--- src/rtl/spi_temp_pkg.sv ---
// Shared constants, frame layout and FSM encoding
// for the SPI temperature sensor reader.
package spi_temp_pkg;

  localparam logic [2:0] IDLE     = 3'd0;
  localparam logic [2:0] CS_SETUP = 3'd1;
  localparam logic [2:0] SHIFT    = 3'd2;
  localparam logic [2:0] CS_HOLD  = 3'd3;
  localparam logic [2:0] DONE     = 3'd4;
  localparam logic [2:0] WAIT     = 3'd5;

  localparam int FRAME_BITS = 16;
  localparam int DATA_MSB   = 14;
  localparam int DATA_LSB   = 5;
  localparam int ERR_BIT    = 15;
  localparam int DATA_W     = DATA_MSB - DATA_LSB + 1;

  typedef enum logic [2:0] {
    ST_IDLE     = IDLE,
    ST_CS_SETUP = CS_SETUP,
    ST_SHIFT    = SHIFT,
    ST_CS_HOLD  = CS_HOLD,
    ST_DONE     = DONE,
    ST_WAIT     = WAIT
  } state_t;

  function automatic logic [DATA_W-1:0] frame_code(
    input logic [FRAME_BITS-1:0] f
  );
    return f[DATA_MSB:DATA_LSB];
  endfunction

endpackage

--- src/rtl/spi_sck_gen.sv ---
// Mode-0 SCK generator: CLK_DIV-cycle half periods,
// rise/fall strikes and a last-period flag.
module spi_sck_gen
  import spi_temp_pkg::*;
#(
  parameter int CLK_DIV = 4
) (
  input  logic clk,
  input  logic rst_n,
  input  logic run,
  output logic sck,
  output logic rise,
  output logic fall,
  output logic last
);

  localparam int DW = $clog2(CLK_DIV);
  localparam int HALVES = 2 * FRAME_BITS;
  localparam int HW = $clog2(HALVES);

  logic [DW-1:0] div_cnt;
  logic [HW-1:0] half_cnt;
  logic          tc;

  assign tc   = run && (div_cnt == DW'(CLK_DIV - 1));
  assign rise = tc && !sck;
  assign fall = tc && sck;
  assign last = (half_cnt == HW'(HALVES - 1));

  // Counters park at zero whenever the shifter is idle
  always_ff @(posedge clk) begin
    if (!rst_n || !run) begin
      div_cnt  <= '0;
      half_cnt <= '0;
      sck      <= 1'b0;
    end else if (tc) begin
      div_cnt  <= '0;
      half_cnt <= half_cnt + HW'(1);
      sck      <= ~sck;
    end else begin
      div_cnt  <= div_cnt + DW'(1);
    end
  end

endmodule

--- src/rtl/spi_temp_reader.sv ---
// Periodic SPI reader for a 16-bit temperature frame.
// Define SPI_TEMP_AVG4_EN to report the mean of four good frames.
module spi_temp_reader
  import spi_temp_pkg::*;
#(
  parameter int CLK_DIV       = 4,
  parameter int SAMPLE_PERIOD = 1000
) (
  input  logic              i_clk,
  input  logic              i_rst_n,
  input  logic              i_enable,
  input  logic              i_spi_miso,
  output logic              o_spi_sck,
  output logic              o_spi_cs_n,
  output logic [DATA_W-1:0] o_spi_data,
  output logic              o_data_valid,
  output logic              o_frame_err,
  output logic              o_busy
);

  localparam int CNT_MAX =
    (SAMPLE_PERIOD > CLK_DIV) ? SAMPLE_PERIOD : CLK_DIV;
  localparam int CW = $clog2(CNT_MAX + 1);

  state_t                state;
  state_t                state_n;
  logic [CW-1:0]         cnt;
  logic [FRAME_BITS-1:0] frame;
  logic                  shift_run;
  logic                  sck_rise;
  logic                  sck_fall;
  logic                  sck_last;
  logic                  div_tc;
  logic                  wait_tc;
  logic                  done_entry;
  logic                  frame_bad;

  assign shift_run  = (state == ST_SHIFT);
  assign div_tc     = (cnt == CW'(CLK_DIV - 1));
  assign wait_tc    = (cnt == CW'(SAMPLE_PERIOD - 1));
  assign done_entry = (state == ST_CS_HOLD) && div_tc;
  assign frame_bad  = frame[ERR_BIT];

  spi_sck_gen #(
    .CLK_DIV (CLK_DIV)
  ) u_sck_gen (
    .clk   (i_clk),
    .rst_n (i_rst_n),
    .run   (shift_run),
    .sck   (o_spi_sck),
    .rise  (sck_rise),
    .fall  (sck_fall),
    .last  (sck_last)
  );

  always_comb begin
    state_n = state;
    unique case (state)
      ST_IDLE:
        if (i_enable) state_n = ST_CS_SETUP;
      ST_CS_SETUP:
        if (div_tc) state_n = ST_SHIFT;
      ST_SHIFT:
        if (sck_fall && sck_last) state_n = ST_CS_HOLD;
      ST_CS_HOLD:
        if (div_tc) state_n = ST_DONE;
      ST_DONE:
        state_n = ST_WAIT;
      ST_WAIT:
        if (!i_enable) state_n = ST_IDLE;
        else if (wait_tc) state_n = ST_CS_SETUP;
      default:
        state_n = ST_IDLE;
    endcase
  end

  // cnt restarts on every state change; it only times
  // CS_SETUP, CS_HOLD and WAIT
  always_ff @(posedge i_clk) begin
    if (!i_rst_n) begin
      state      <= ST_IDLE;
      cnt        <= '0;
      o_spi_cs_n <= 1'b1;
      o_busy     <= 1'b0;
    end else begin
      state <= state_n;
      if (state_n != state || shift_run) begin
        cnt <= '0;
      end else begin
        cnt <= cnt + CW'(1);
      end
      o_spi_cs_n <= !(state_n inside
        {ST_CS_SETUP, ST_SHIFT, ST_CS_HOLD});
      o_busy <= state_n inside
        {ST_CS_SETUP, ST_SHIFT, ST_CS_HOLD, ST_DONE};
    end
  end

  always_ff @(posedge i_clk) begin
    if (!i_rst_n) begin
      frame <= '0;
    end else if (sck_rise) begin
      frame <= {frame[FRAME_BITS-2:0], i_spi_miso};
    end
  end

`ifdef SPI_TEMP_AVG4_EN
  logic [11:0] acc;
  logic [1:0]  acc_cnt;
  logic [11:0] acc_sum;

  assign acc_sum = acc + 12'(frame_code(frame));

  always_ff @(posedge i_clk) begin
    if (!i_rst_n) begin
      o_spi_data   <= '0;
      o_data_valid <= 1'b0;
      o_frame_err  <= 1'b0;
      acc          <= '0;
      acc_cnt      <= '0;
    end else begin
      o_data_valid <= 1'b0;
      o_frame_err  <= 1'b0;
      if (done_entry) begin
        if (frame_bad) begin
          o_frame_err <= 1'b1;
          acc         <= '0;
          acc_cnt     <= '0;
        end else if (acc_cnt == 2'd3) begin
          o_spi_data   <= acc_sum[11:2];
          o_data_valid <= 1'b1;
          acc          <= '0;
          acc_cnt      <= '0;
        end else begin
          acc     <= acc_sum;
          acc_cnt <= acc_cnt + 2'd1;
        end
      end
    end
  end
`else
  always_ff @(posedge i_clk) begin
    if (!i_rst_n) begin
      o_spi_data   <= '0;
      o_data_valid <= 1'b0;
      o_frame_err  <= 1'b0;
    end else begin
      o_data_valid <= 1'b0;
      o_frame_err  <= 1'b0;
      if (done_entry) begin
        if (frame_bad) begin
          o_frame_err <= 1'b1;
        end else begin
          o_spi_data   <= frame_code(frame);
          o_data_valid <= 1'b1;
        end
      end
    end
  end
`endif

endmodule

--- config.mk ---
export PLATFORM = sky130hd
export DESIGN_NAME = spi_temp_reader
export DESIGN_NICKNAME = d
export VERILOG_FILES = /design/src/rtl/spi_temp_pkg.sv /design/src/rtl/spi_sck_gen.sv /design/src/rtl/spi_temp_reader.sv
export SDC_FILE = /design/constraint.sdc
export NUM_CORES = 1
export LEC_CHECK = 0
export BUFFER_PORTS_ARGS = -buffer_cell sky130_fd_sc_hd__buf_2
export CORE_UTILIZATION = 25
export CTS_CLUSTER_DIAMETER = 30
export DETAILED_ROUTE_END_ITERATION = 10
export GPL_TIMING_DRIVEN = 0
export SETUP_SLACK_MARGIN = 0.2
export SYNTH_ARGS = -nofsm -noshare
export SYNTH_HDL_FRONTEND = slang
export SYNTH_HIERARCHICAL = 1
export SYNTH_SLANG_ARGS = --single-unit
--- constraint.sdc ---
create_clock -name i_clk -period 2.4 [get_ports i_clk]
set_input_delay 0.48 -clock i_clk [delete_from_list [all_inputs] [get_ports i_clk]]
set_output_delay 0.48 -clock i_clk [all_outputs]
set_load 0.1 [all_outputs]
==> key figures <==
Run status
  – Outcome: completed

Synth
  – Synth warn: 6
  – Largest cells by area after synthesis: dfxtp_1 48%, mux2i_1 14%, nor2_1 7.1%
  – Avg Inst Size Synth: 9.93 um2
  – Register bit total from synthesis: 51
  – Post-synth top area share: 48.3%
  – Most common library cells after synthesis: 51 x dfxtp_1, 40 x nor2_1, 29 x mux2i_1
  – Gate Count Post-Synth: 213
  – Ys async rst share: 0%
  – Sequential element share of the synthesized area: 48.3%
  – Dominant synthesized flop cell: dfxtp_1
  – Post-synthesis cell type count: 39
  – Cell with the most instances after synthesis: dfxtp_1
  – Synthesized area: 2120 um2
  – Synth area leader: dfxtp_1
  – Post-synth net total: 221
  – Post-synth EDFFs: 0

Pwr
  – Power per cell area: 625 nW/um2
  – Max VDD drop: 0.294 mV
  – Leak pwr: 0.969 nW

Place
  – Number of port buffers: 18
  – Hpwl dp: 2630 um
  – RePlAce Congestion: 0.773
  – Placed cell areas: 2340 um2
  – Setup WS pre-CTS: 0.177 ns

STA
  – Worst hold margin: 0.405 ns
  – RSZ-0062 raised after global routing: false
  – Worst-Margin Slew: 0.592 ns
  – F_max: 508 MHz
  – PnR worst setup slack: 0.430 ns
  – Setup TNS: 0 ns
  – Clk_skew: 0.00608 ns
  – Slew Limit Headroom: 60.2%
  – Period Utilization, post-route: 82.1%
  – Final count of negative-setup-slack endpoints: 0
  – Final Hold Viols: 0
  – Min cycle time layout: 1.97 ns
  – Slew Viols, Final: 0

Global route
  – Largest net degree at the start of global routing: 17
  – GR Util All Layers: 9.14%
  – Vias in the first global route: 1403
  – Initial antenna violation count: 0
  – First-pass GRT wire length: 6350 um
  – GRT overflow: 0

Critical path
  – Slowest-stage cell, CP: dfxtp_1
  – Most frequent CP cell: nor2_1
  – Max incr delay on CP: 0.31 ns
  – CP Max Fanout: 10
  – Crit path launch type: register
  – Critical-path cell list: buf_4, nand2b_1, nor2_1, nand2_1, nor2_1, clkbuf_2, buf_4, mux2i_1, nor2_1
  – Setup crit end kind: register
  – Critical path class: reg -> reg
  – CP required: 2.59 ns
  – Critical path arrival: 2.16 ns

Floorplanning
  – Die extent in y: 94.0 um
  – Core area: 8220 um2
  – Die ar.: 8840 um2
  – Chip Width: 94.0 um
  – Row cnt: 33
  – Starting density of the core: 25.7%
  – Io pins: 19

Cells and area
  – Reg area: 1020 um2
  – Fill cells: 872
  – Ant. Diodes: 0
  – Area growth from synthesis to layout: 16.0%
  – Nets: 246
  – Area of the multi-input gates: 996 um2
  – Fraction of layout cells with a size suffix above 1: 16.7%
  – Design area: 2450 um2

Drt
  – DR DRC count: 0
  – DR pass1 iterations: 4
  – WL/cell: 11.1 um
  – 1st-iter DRT viols: 63
  – Vias post-DR: 1501
  – Routed vias/inst: 4.36
  – Routed WL: 3830 um
  – Remaining antenna violation count: 0

CTS
  – Clock sink count: 51
  – Worst-Skew Late Latency: 0.31 ns
  – Clock Path Buffers: 2
  – Register clock-pin slew on the reported worst setup and hold paths: 0.09 ns
  – Max H-tree Level: 2
  – Cts-stage hold buffer count: 0
  – Postcts setup bufs: 0
  – CTS tree: built
  – Num CTS Buffers: 5
  – Clk root buf: clkbuf_8

Job
  – Max-cap viol count: 0

Min path
  – Hold/Removal Path Class: in -> reg
-- power by group --
| part | internal, W | leakage, nW | switching [W] |
|---|---|---|---|
| Sequential | 0.000853 | 0.412 | 0.00000396 |
| Combinational | 0.0000207 | 0.499 | 0.0000529 |
| Clock | 0.000311 | 0.0581 | 0.000292 |
-- kinds of logic after synthesis --
group	synth area share (%)
xor gates and xnor gates	4.55
adders and majority gates	2.84
buffers and inverters	4.67
muxes	13.7
and+or+nand+nor	21.1
AOI/OAI and AO/OA	4.91
DFF	48.3
-- area by class of cell --
class / instances / share of cell area (%)
clock inverters: 3 / 1.78
flip-flops and latches: 51 / 41.6
clock buffers: 5 / 2.80
plain buffers: 11 / 3.42
well taps: 105 / 5.35
repair buffers: 18 / 3.67
multi-input cells: 146 / 40.6
inverters: 5 / 0.765
-- worst paths after layout --
check	startpoint	end	slack, ns	cells past startpoint
setup reg to reg	state[2]	frame[15]	0.43	9
setup / recovery	state[2]	frame[15]	0.43	9
hold / removal	i_spi_miso	frame[0]	0.41	3
hold reg to reg	u_sck_gen/div_cnt[0]	u_sck_gen/div_cnt[0]	0.44	1
-- cell usage in the layout, fill, tap and decap left out, types with 2 or more instances in the layout --
cell type,instances
dfxtp_1,51
nor2_1,40
mux2i_1,29
buf_2,19
nor3_1,11
xnor2_1,8
nand2_1,7
nand3_1,7
clkbuf_8,6
inv_1,5
nand4_1,5
a21oi_1,4
ha_1,4
buf_6,3
nor3b_1,3
xor2_1,3
clkbuf_1,3
and3_1,3
buf_4,2
nor4_1,2
nand3b_1,2
-- critical path: cells and delay by family (launching register included) --
kind / cells / cell delay [ns]
muxes: 1 / 0.21
and+or+nand+nor: 5 / 0.68
DFF: 1 / 0.31
buffers and inverters: 3 / 0.65
-- metrics by stage --
step           instances  power, W  utilization, %
2_1_floorplan        213  0.000933               -
3_3_place_gp         336  0.000950            28.4
3_5_place_dp         336  0.000951            28.4
4_1_cts              344   0.00155            29.8
5_1_grt              344   0.00159            29.9
6_report             344   0.00153            29.9
-- state kept, by name, indices dropped and copies added, names as in the netlist --
signal              flops
o_spi_data             10
frame                  16
o_busy                  1
o_frame_err             1
u_sck_gen/div_cnt       2
u_sck_gen/sck           1
o_data_valid            1
u_sck_gen/half_cnt      5
o_spi_cs_n              1
cnt                    10
state                   3
-- what timing repair did --
item / 4_1_cts / 5_1_grt
gates resized for setup: 1 / 2
gates cloned: 0 / 0
pin swaps: 0 / 0
endpoints found under the setup margin: 10 / 10
-- per-layer routing --
metal / part of all wire [%] / wire length [um] / track usage [%]
met1: 52 / 1980 / 11.7
met5: 0 / 0 / 0
met2: 43 / 1650 / 14.2
met3: 4.3 / 163 / 2.91
met4: 0.94 / 36 / 3.46
Power figures use the tool's default switching activity.
